--- config.mk ---
export PLATFORM = sky130hd
export DESIGN_NAME = wb_burst_master_flat
export DESIGN_NICKNAME = d
export VERILOG_FILES = /design/src/rtl/wb_burst_master_if.sv /design/src/rtl/wb_burst_master.sv /design/src/flat_wrapper.sv
export SDC_FILE = /design/constraint.sdc
export NUM_CORES = 1
export LEC_CHECK = 0
export ABC_AREA = 1
export CAP_MARGIN = 20
export CORE_ASPECT_RATIO = 0.75
export CORE_MARGIN = 2
export CORE_UTILIZATION = 45
export DETAILED_ROUTE_END_ITERATION = 6
export GPL_ROUTABILITY_DRIVEN = 0
export PLACE_DENSITY = 0.91
export SLEW_MARGIN = 10
export SYNTH_ARGS = -nofsm -noshare
export SYNTH_HDL_FRONTEND = slang
export SYNTH_SLANG_ARGS = --single-unit
--- constraint.sdc ---
create_clock -name CLK_I -period 3.85 [get_ports CLK_I]
set_input_delay 0.385 -clock CLK_I [delete_from_list [all_inputs] [get_ports CLK_I]]
set_output_delay 0.385 -clock CLK_I [all_outputs]
set_load 0.02 [all_outputs]
--- src/rtl/wb_burst_master_if.sv ---
// Host command/data streams plus Wishbone classic master signals for wb_burst_master.
interface wb_burst_master_if;
  localparam int unsigned ADR_W = 8;
  localparam int unsigned LEN_W = 4;
  localparam int unsigned DAT_W = 32;

  // host command stream
  logic             cmd_valid;
  logic             cmd_ready;
  logic             cmd_write;
  logic [ADR_W-1:0] cmd_adr;
  logic [LEN_W-1:0] cmd_len;
  // host write-data stream
  logic             wdat_valid;
  logic             wdat_ready;
  logic [DAT_W-1:0] wdat;
  // host read-data stream
  logic             rdat_valid;
  logic             rdat_ready;
  logic [DAT_W-1:0] rdat;
  // burst status pulses
  logic             done;
  logic             err;
  // Wishbone classic
  logic [ADR_W-1:0] ADR_O;
  logic [DAT_W-1:0] DAT_O;
  logic [DAT_W-1:0] DAT_I;
  logic             WE_O;
  logic             CYC_O;
  logic             STB_O;
  logic             ACK_I;

  modport master (
    input  cmd_valid, cmd_write, cmd_adr, cmd_len, wdat_valid, wdat, rdat_ready, DAT_I, ACK_I,
    output cmd_ready, wdat_ready, rdat_valid, rdat, done, err, ADR_O, DAT_O, WE_O, CYC_O, STB_O
  );

  modport slave (
    output cmd_valid, cmd_write, cmd_adr, cmd_len, wdat_valid, wdat, rdat_ready, DAT_I, ACK_I,
    input  cmd_ready, wdat_ready, rdat_valid, rdat, done, err, ADR_O, DAT_O, WE_O, CYC_O, STB_O
  );
endinterface

--- src/rtl/wb_burst_master.sv ---
// Wishbone classic burst master: turns host burst commands into single-beat cycles,
// holding CYC_O for the whole burst and aborting on an ACK timeout.
module wb_burst_master #(
  parameter int unsigned ADR_STEP    = 1,
  parameter int unsigned TIMEOUT_CYC = 255
) (
  input logic CLK_I,
  input logic RST_I,
  wb_burst_master_if.master bus
);
  localparam int unsigned ADR_W = 8;
  localparam int unsigned LEN_W = 4;
  localparam int unsigned DAT_W = 32;
  localparam int unsigned TMO_W = 8;

  typedef enum logic [2:0] {
    IDLE,
    WDAT,
    BUS,
    RHOLD,
    DONE,
    ERR
  } state_t;

  state_t           state;
  logic [LEN_W-1:0] len_q;
  logic [LEN_W-1:0] beat_q;
  logic [TMO_W-1:0] tmo_q;
  logic [ADR_W-1:0] adr_q;
  logic [DAT_W-1:0] dat_q;
  logic [DAT_W-1:0] rdat_q;
  logic             we_q;
  logic             cyc_q;
  logic             stb_q;
  logic             rdat_valid_q;
  logic             done_q;
  logic             err_q;

  logic last_beat;
  logic tmo_hit;

  assign last_beat = (beat_q == len_q);
  assign tmo_hit   = (tmo_q == TMO_W'(TIMEOUT_CYC - 1));

  // Ready signals are state decodes; gated by reset so they read 0 while RST_I is high.
  assign bus.cmd_ready  = (state == IDLE) & ~RST_I;
  assign bus.wdat_ready = (state == WDAT) & bus.wdat_valid & ~RST_I;

  assign bus.ADR_O      = adr_q;
  assign bus.DAT_O      = dat_q;
  assign bus.WE_O       = we_q;
  assign bus.CYC_O      = cyc_q;
  assign bus.STB_O      = stb_q;
  assign bus.rdat       = rdat_q;
  assign bus.rdat_valid = rdat_valid_q;
  assign bus.done       = done_q;
  assign bus.err        = err_q;

  // Burst FSM with all bus and stream outputs registered.
  always_ff @(posedge CLK_I or posedge RST_I) begin
    if (RST_I) begin
      state        <= IDLE;
      len_q        <= '0;
      beat_q       <= '0;
      tmo_q        <= '0;
      adr_q        <= '0;
      dat_q        <= '0;
      rdat_q       <= '0;
      we_q         <= 1'b0;
      cyc_q        <= 1'b0;
      stb_q        <= 1'b0;
      rdat_valid_q <= 1'b0;
      done_q       <= 1'b0;
      err_q        <= 1'b0;
    end else begin
      done_q <= 1'b0;
      err_q  <= 1'b0;
      case (state)
        IDLE: begin
          if (bus.cmd_valid) begin
            adr_q  <= bus.cmd_adr;
            len_q  <= bus.cmd_len;
            beat_q <= '0;
            tmo_q  <= '0;
            we_q   <= bus.cmd_write;
            cyc_q  <= 1'b1;
            if (bus.cmd_write) begin
              state <= WDAT;
            end else begin
              stb_q <= 1'b1;
              state <= BUS;
            end
          end
        end
        WDAT: begin
          if (bus.wdat_valid) begin
            dat_q <= bus.wdat;
            stb_q <= 1'b1;
            tmo_q <= '0;
            state <= BUS;
          end
        end
        BUS: begin
          // An ACK in the timeout cycle still completes the beat.
          if (bus.ACK_I) begin
            stb_q <= 1'b0;
            adr_q <= adr_q + ADR_W'(ADR_STEP);
            if (we_q) begin
              if (last_beat) begin
                cyc_q  <= 1'b0;
                we_q   <= 1'b0;
                done_q <= 1'b1;
                state  <= DONE;
              end else begin
                beat_q <= beat_q + LEN_W'(1);
                state  <= WDAT;
              end
            end else begin
              rdat_q       <= bus.DAT_I;
              rdat_valid_q <= 1'b1;
              state        <= RHOLD;
            end
          end else if (tmo_hit) begin
            stb_q        <= 1'b0;
            cyc_q        <= 1'b0;
            we_q         <= 1'b0;
            rdat_valid_q <= 1'b0;
            err_q        <= 1'b1;
            state        <= ERR;
          end else begin
            tmo_q <= tmo_q + TMO_W'(1);
          end
        end
        RHOLD: begin
          // Host backpressure: no new strobe until the read word is taken.
          if (bus.rdat_ready) begin
            rdat_valid_q <= 1'b0;
            if (last_beat) begin
              cyc_q  <= 1'b0;
              we_q   <= 1'b0;
              done_q <= 1'b1;
              state  <= DONE;
            end else begin
              beat_q <= beat_q + LEN_W'(1);
              stb_q  <= 1'b1;
              tmo_q  <= '0;
              state  <= BUS;
            end
          end
        end
        DONE:    state <= IDLE;
        ERR:     state <= IDLE;
        default: state <= IDLE;
      endcase
    end
  end
endmodule

--- src/flat_wrapper.sv ---
// flat-port wrapper written by rule: the top's interface ports become plain ports
module wb_burst_master_flat 
#(
  parameter int unsigned ADR_STEP    = 1,
  parameter int unsigned TIMEOUT_CYC = 255
)
  (CLK_I, RST_I, bus_cmd_valid, bus_cmd_write, bus_cmd_adr, bus_cmd_len, bus_wdat_valid, bus_wdat, bus_rdat_ready, bus_DAT_I, bus_ACK_I, bus_cmd_ready, bus_wdat_ready, bus_rdat_valid, bus_rdat, bus_done, bus_err, bus_ADR_O, bus_DAT_O, bus_WE_O, bus_CYC_O, bus_STB_O);
  wb_burst_master_if bus_i ();
  input logic CLK_I;
  input logic RST_I;
  input wire logic [$bits(bus_i.cmd_valid)-1:0] bus_cmd_valid;
  input wire logic [$bits(bus_i.cmd_write)-1:0] bus_cmd_write;
  input wire logic [$bits(bus_i.cmd_adr)-1:0] bus_cmd_adr;
  input wire logic [$bits(bus_i.cmd_len)-1:0] bus_cmd_len;
  input wire logic [$bits(bus_i.wdat_valid)-1:0] bus_wdat_valid;
  input wire logic [$bits(bus_i.wdat)-1:0] bus_wdat;
  input wire logic [$bits(bus_i.rdat_ready)-1:0] bus_rdat_ready;
  input wire logic [$bits(bus_i.DAT_I)-1:0] bus_DAT_I;
  input wire logic [$bits(bus_i.ACK_I)-1:0] bus_ACK_I;
  output wire logic [$bits(bus_i.cmd_ready)-1:0] bus_cmd_ready;
  output wire logic [$bits(bus_i.wdat_ready)-1:0] bus_wdat_ready;
  output wire logic [$bits(bus_i.rdat_valid)-1:0] bus_rdat_valid;
  output wire logic [$bits(bus_i.rdat)-1:0] bus_rdat;
  output wire logic [$bits(bus_i.done)-1:0] bus_done;
  output wire logic [$bits(bus_i.err)-1:0] bus_err;
  output wire logic [$bits(bus_i.ADR_O)-1:0] bus_ADR_O;
  output wire logic [$bits(bus_i.DAT_O)-1:0] bus_DAT_O;
  output wire logic [$bits(bus_i.WE_O)-1:0] bus_WE_O;
  output wire logic [$bits(bus_i.CYC_O)-1:0] bus_CYC_O;
  output wire logic [$bits(bus_i.STB_O)-1:0] bus_STB_O;
  assign bus_i.cmd_valid = bus_cmd_valid;
  assign bus_i.cmd_write = bus_cmd_write;
  assign bus_i.cmd_adr = bus_cmd_adr;
  assign bus_i.cmd_len = bus_cmd_len;
  assign bus_i.wdat_valid = bus_wdat_valid;
  assign bus_i.wdat = bus_wdat;
  assign bus_i.rdat_ready = bus_rdat_ready;
  assign bus_i.DAT_I = bus_DAT_I;
  assign bus_i.ACK_I = bus_ACK_I;
  assign bus_cmd_ready = bus_i.cmd_ready;
  assign bus_wdat_ready = bus_i.wdat_ready;
  assign bus_rdat_valid = bus_i.rdat_valid;
  assign bus_rdat = bus_i.rdat;
  assign bus_done = bus_i.done;
  assign bus_err = bus_i.err;
  assign bus_ADR_O = bus_i.ADR_O;
  assign bus_DAT_O = bus_i.DAT_O;
  assign bus_WE_O = bus_i.WE_O;
  assign bus_CYC_O = bus_i.CYC_O;
  assign bus_STB_O = bus_i.STB_O;
  wb_burst_master #(.ADR_STEP(ADR_STEP), .TIMEOUT_CYC(TIMEOUT_CYC)) u_core (.CLK_I(CLK_I), .RST_I(RST_I), .bus(bus_i));
endmodule
==> impl_results.md <==
* Diode count at 0
* Relative slew slack at 0.535
* Reg2Reg Setup Slack at 1560 ps
* Final period utilization at 0.594
* Synthesized flop and latch total at between 90 and 100
* Worst path bufs/invs at 3
* First-pass GRT wire length at around 19 mm
* Clock Skews at just over 4 ps
* Routed WL at between 10 and 15 mm
* Share of the synthesized area in the top cell type at 0.545
* Hold Vio Cnt, Final at 0
* RSZ-0062 raised after global routing: false
* Dominant cells by area after synthesis: dfrtp_1 (55%), nand2_1 (15%), mux2_2 (8.3%), inv_1 (2.4%), nand3_1 (2.4%)
* Starting Density at 0.461
* Syn Area/Cell at 9.37 um2
* Post-CTS sizing at 0
* Share of layout cells above drive strength 1 at 0.111
* Min-Delay Endpoint: u_core.bus.rdat[12]$_DFFE_PP0P_
* I/O pin total at 163
* Max stage delay on crit path at roughly 430 ps
* Count of final setup violators at 0
* # port buffers at between 150 and 200
* DIE AREA at between 10000 and 15000 um2
* CTS tree: built
* Delay-heaviest family, CP: simple AND/OR/NAND/NOR gates
* DR DRC count at 0
* FMAX at 437 MHz
* Worst-Margin Slew at roughly 700 ps
* Ys Warns at 0
* P_leak at 3.03 nW
* Worst Hold Class: flip-flop to flip-flop
* Setup TNS Final at 0 ps
* Area Growth Syn to Fin at 44.8%
* CP arrival at ~2600 ps
* Minimum clock period at between 2000 and 2500 ps
* # hold bufs at CTS at 0
* R2r startpoint: u_core.state[2]$_DFFE_PP0P_
* Vias per cell at between 5 and 6
* Dpl hpwl at 8.74 mm
* Inserted Clock Buffers at 9
* Slowest cell on crit path: dfrtp_1
* Max FO, Critical Path at 35
* CP cell instances: inv_2, nand3_2, inv_4, nand2_4, nor2_8, inv_2, nand3_1, nand2_1, nand3_1
* Setup bufs post-CTS at 0
* Vias at approximately 3900
* WL/cell at ~15 um
* Cells after synthesis at 475
* CTS sink cnt at a little under 100
* Worst r2r path cells at 9
* Initial antenna violation count at 0
* Hold path startpoint: u_core.bus.rdat[12]$_DFFE_PP0P_
* Total of max-cap violations at 0
* Startpoint types: flip-flop
* Initial drt markers at about 290
* CTS Buffer Depth at 2
* H-tree level count at 3
* Synth cell types at 35
* Clock Tree Root: clkbuf_16
* Die width at around 120 um
* Worst r2r dst: u_core.state[1]$_DFFE_PP0P_
* Sequential share of the synthesized area at 0.545
* Syn_nets at 562
* DRT antenna net count at 0
* Largest net degree at the start of global routing at 59
* Worst vdd ir at 451 uV
* Site Rows at 31
* Core area at around 9700 um2
* GRT Util Overall at 0.222
* Critical Path RT at approximately 4000 ps
* Status: finished clean
* Die height at 90.2 um
* Clock transition at path regs at ~60 ps
* Hold path depth at 2
* Post-synth top area cell: dfrtp_1
* Detailed Routing Iterations Pass 1 at 7
* Clk Latency, worst-skew pair at around 340 ps
* Crit Path Category: flip-flop to flip-flop
* Total power divided by cell area at around 840 nW/um2
* Final #Nets at 726
* Slew Limit Fails at 0
* Synthesized area at about 4500 um2
* Crit end category: flip-flop
* Finished Core Util at 0.667
* Number of global-route vias before repair at slightly below 4000
* Gr ovfl total at 0
## cells in the mapped netlist, drive strengths merged
library cell and n:
o22ai 3, nor3b 2, xor2 4, nand2 186
a31oi 1, buf 12, o21ai 20, nand3b 3
or2 2, dfrtp 97, inv 33, a21boi 1
a21oi 9, nand4 3, o211ai 1, mux2 33
xnor2 4, nor3 3, ha 4, a22oi 1
nand3 23, o21bai 1, nor2 29
## placed cells by master, fill, tap and decap left out, types with 2 or more instances in the layout
cell type / synthesis / layout
a21oi_1: 9 / 9
buf_4: 4 / 3
clkbuf_1: 0 / 2
clkbuf_16: 0 / 9
clkdlybuf4s50_1: 0 / 162
dfrtp_1: 97 / 97
ha_1: 4 / 4
inv_1: 28 / 27
inv_2: 4 / 4
inv_4: 1 / 2
mux2_2: 33 / 33
nand2_1: 179 / 179
nand2_2: 4 / 4
nand2_4: 3 / 3
nand3_1: 21 / 21
nand3_2: 2 / 2
nand3b_1: 3 / 3
nand4_1: 3 / 3
nor2_1: 23 / 23
nor2_2: 2 / 2
nor2_4: 2 / 2
nor2_8: 2 / 2
nor3_1: 3 / 3
o21ai_0: 20 / 20
o22ai_1: 3 / 3
xnor2_1: 4 / 4
xor2_1: 4 / 4
## sequential cells by signal, indices dropped and copies added, names as in the netlist, 3 cells and up
signal            cells
u_core.tmo_q          8
u_core.state          3
u_core.beat_q         4
u_core.bus.DAT_O     32
u_core.len_q          4
u_core.bus.rdat      32
u_core.bus.ADR_O      8
## kinds of logic after synthesis
group	count (synthesis)	synth area share
AOI/OAI and AO/OA	37	0.0450
xor gates and xnor gates	8	0.0157
adders and majority gates	4	0.0112
buffers and inverters	45	0.0497
DFF	97	0.545
muxes	33	0.0835
and+or+nand+nor	251	0.250
## stage by stage
stage / worst slack (ps) / power (mW) / hold WS, ps / instance area [um2] / cells
6_report: 1560 / 5.41 / 476 / 6450 / 774
5_1_grt: 1320 / 5.77 / 494 / 6450 / 774
4_1_cts: 1550 / 5.44 / 482 / 6450 / 774
3_5_place_dp: 1570 / 4.56 / 462 / 6170 / 760
3_3_place_gp: 1580 / 4.45 / 453 / 6170 / 760
2_1_floorplan: 931 / 3.39 / 451 / 4450 / 475
## final cells by class
class	instances	area [um2]
well taps	132	165
clock inverters	3	43.8
clock buffers	11	233
multi-input cells	333	1800
inverters	33	129
fillers	731	3210
repair buffers	165	1640
flip-flops and latches	97	2430
## power breakdown
group	internal (mW)	switching, mW	leakage, nW
Sequential	1.47	0.316	1.20
Combinational	1.25	1.52	1.69
Clock	0.497	0.358	0.135
## how the worst max path moves through the flow
stage / depth (start not counted) / startpoint / end / slack [ps]
global route: 9 / u_core.state[2]$_DFFE_PP0P_ / u_core.state[1]$_DFFE_PP0P_ / 1320
global placement: 7 / bus_ACK_I / u_core.state[1]$_DFFE_PP0P_ / 1580
finish: 9 / u_core.state[2]$_DFFE_PP0P_ / u_core.state[1]$_DFFE_PP0P_ / 1560
detailed placement: 7 / bus_ACK_I / u_core.state[1]$_DFFE_PP0P_ / 1570
floorplan: 1 / RST_I / u_core.beat_q[0]$_DFFE_PP0P_ / 930
CTS: 9 / u_core.state[2]$_DFFE_PP0P_ / u_core.state[1]$_DFFE_PP0P_ / 1550
## layer usage
layer,share of wire,vias to the layer above,routed length (um),GRT usage
met2,0.49,177,5660,0.370
met3,0.086,18,992,0.0799
met5,0,-,0,0
met1,0.41,1835,4680,0.272
met4,0.015,0,174,0.0655
li1,-,1850,-,-
## worst register-to-register path, cell delays in order (launching register included)
cell     delay, ps
dfrtp_1        430
inv_2          160
nand3_2        300
inv_4          230
nand2_4        110
nor2_8         360
inv_2          350
nand3_1        170
nand2_1         60
nand3_1         60
(Power assumes the default switching activity.)
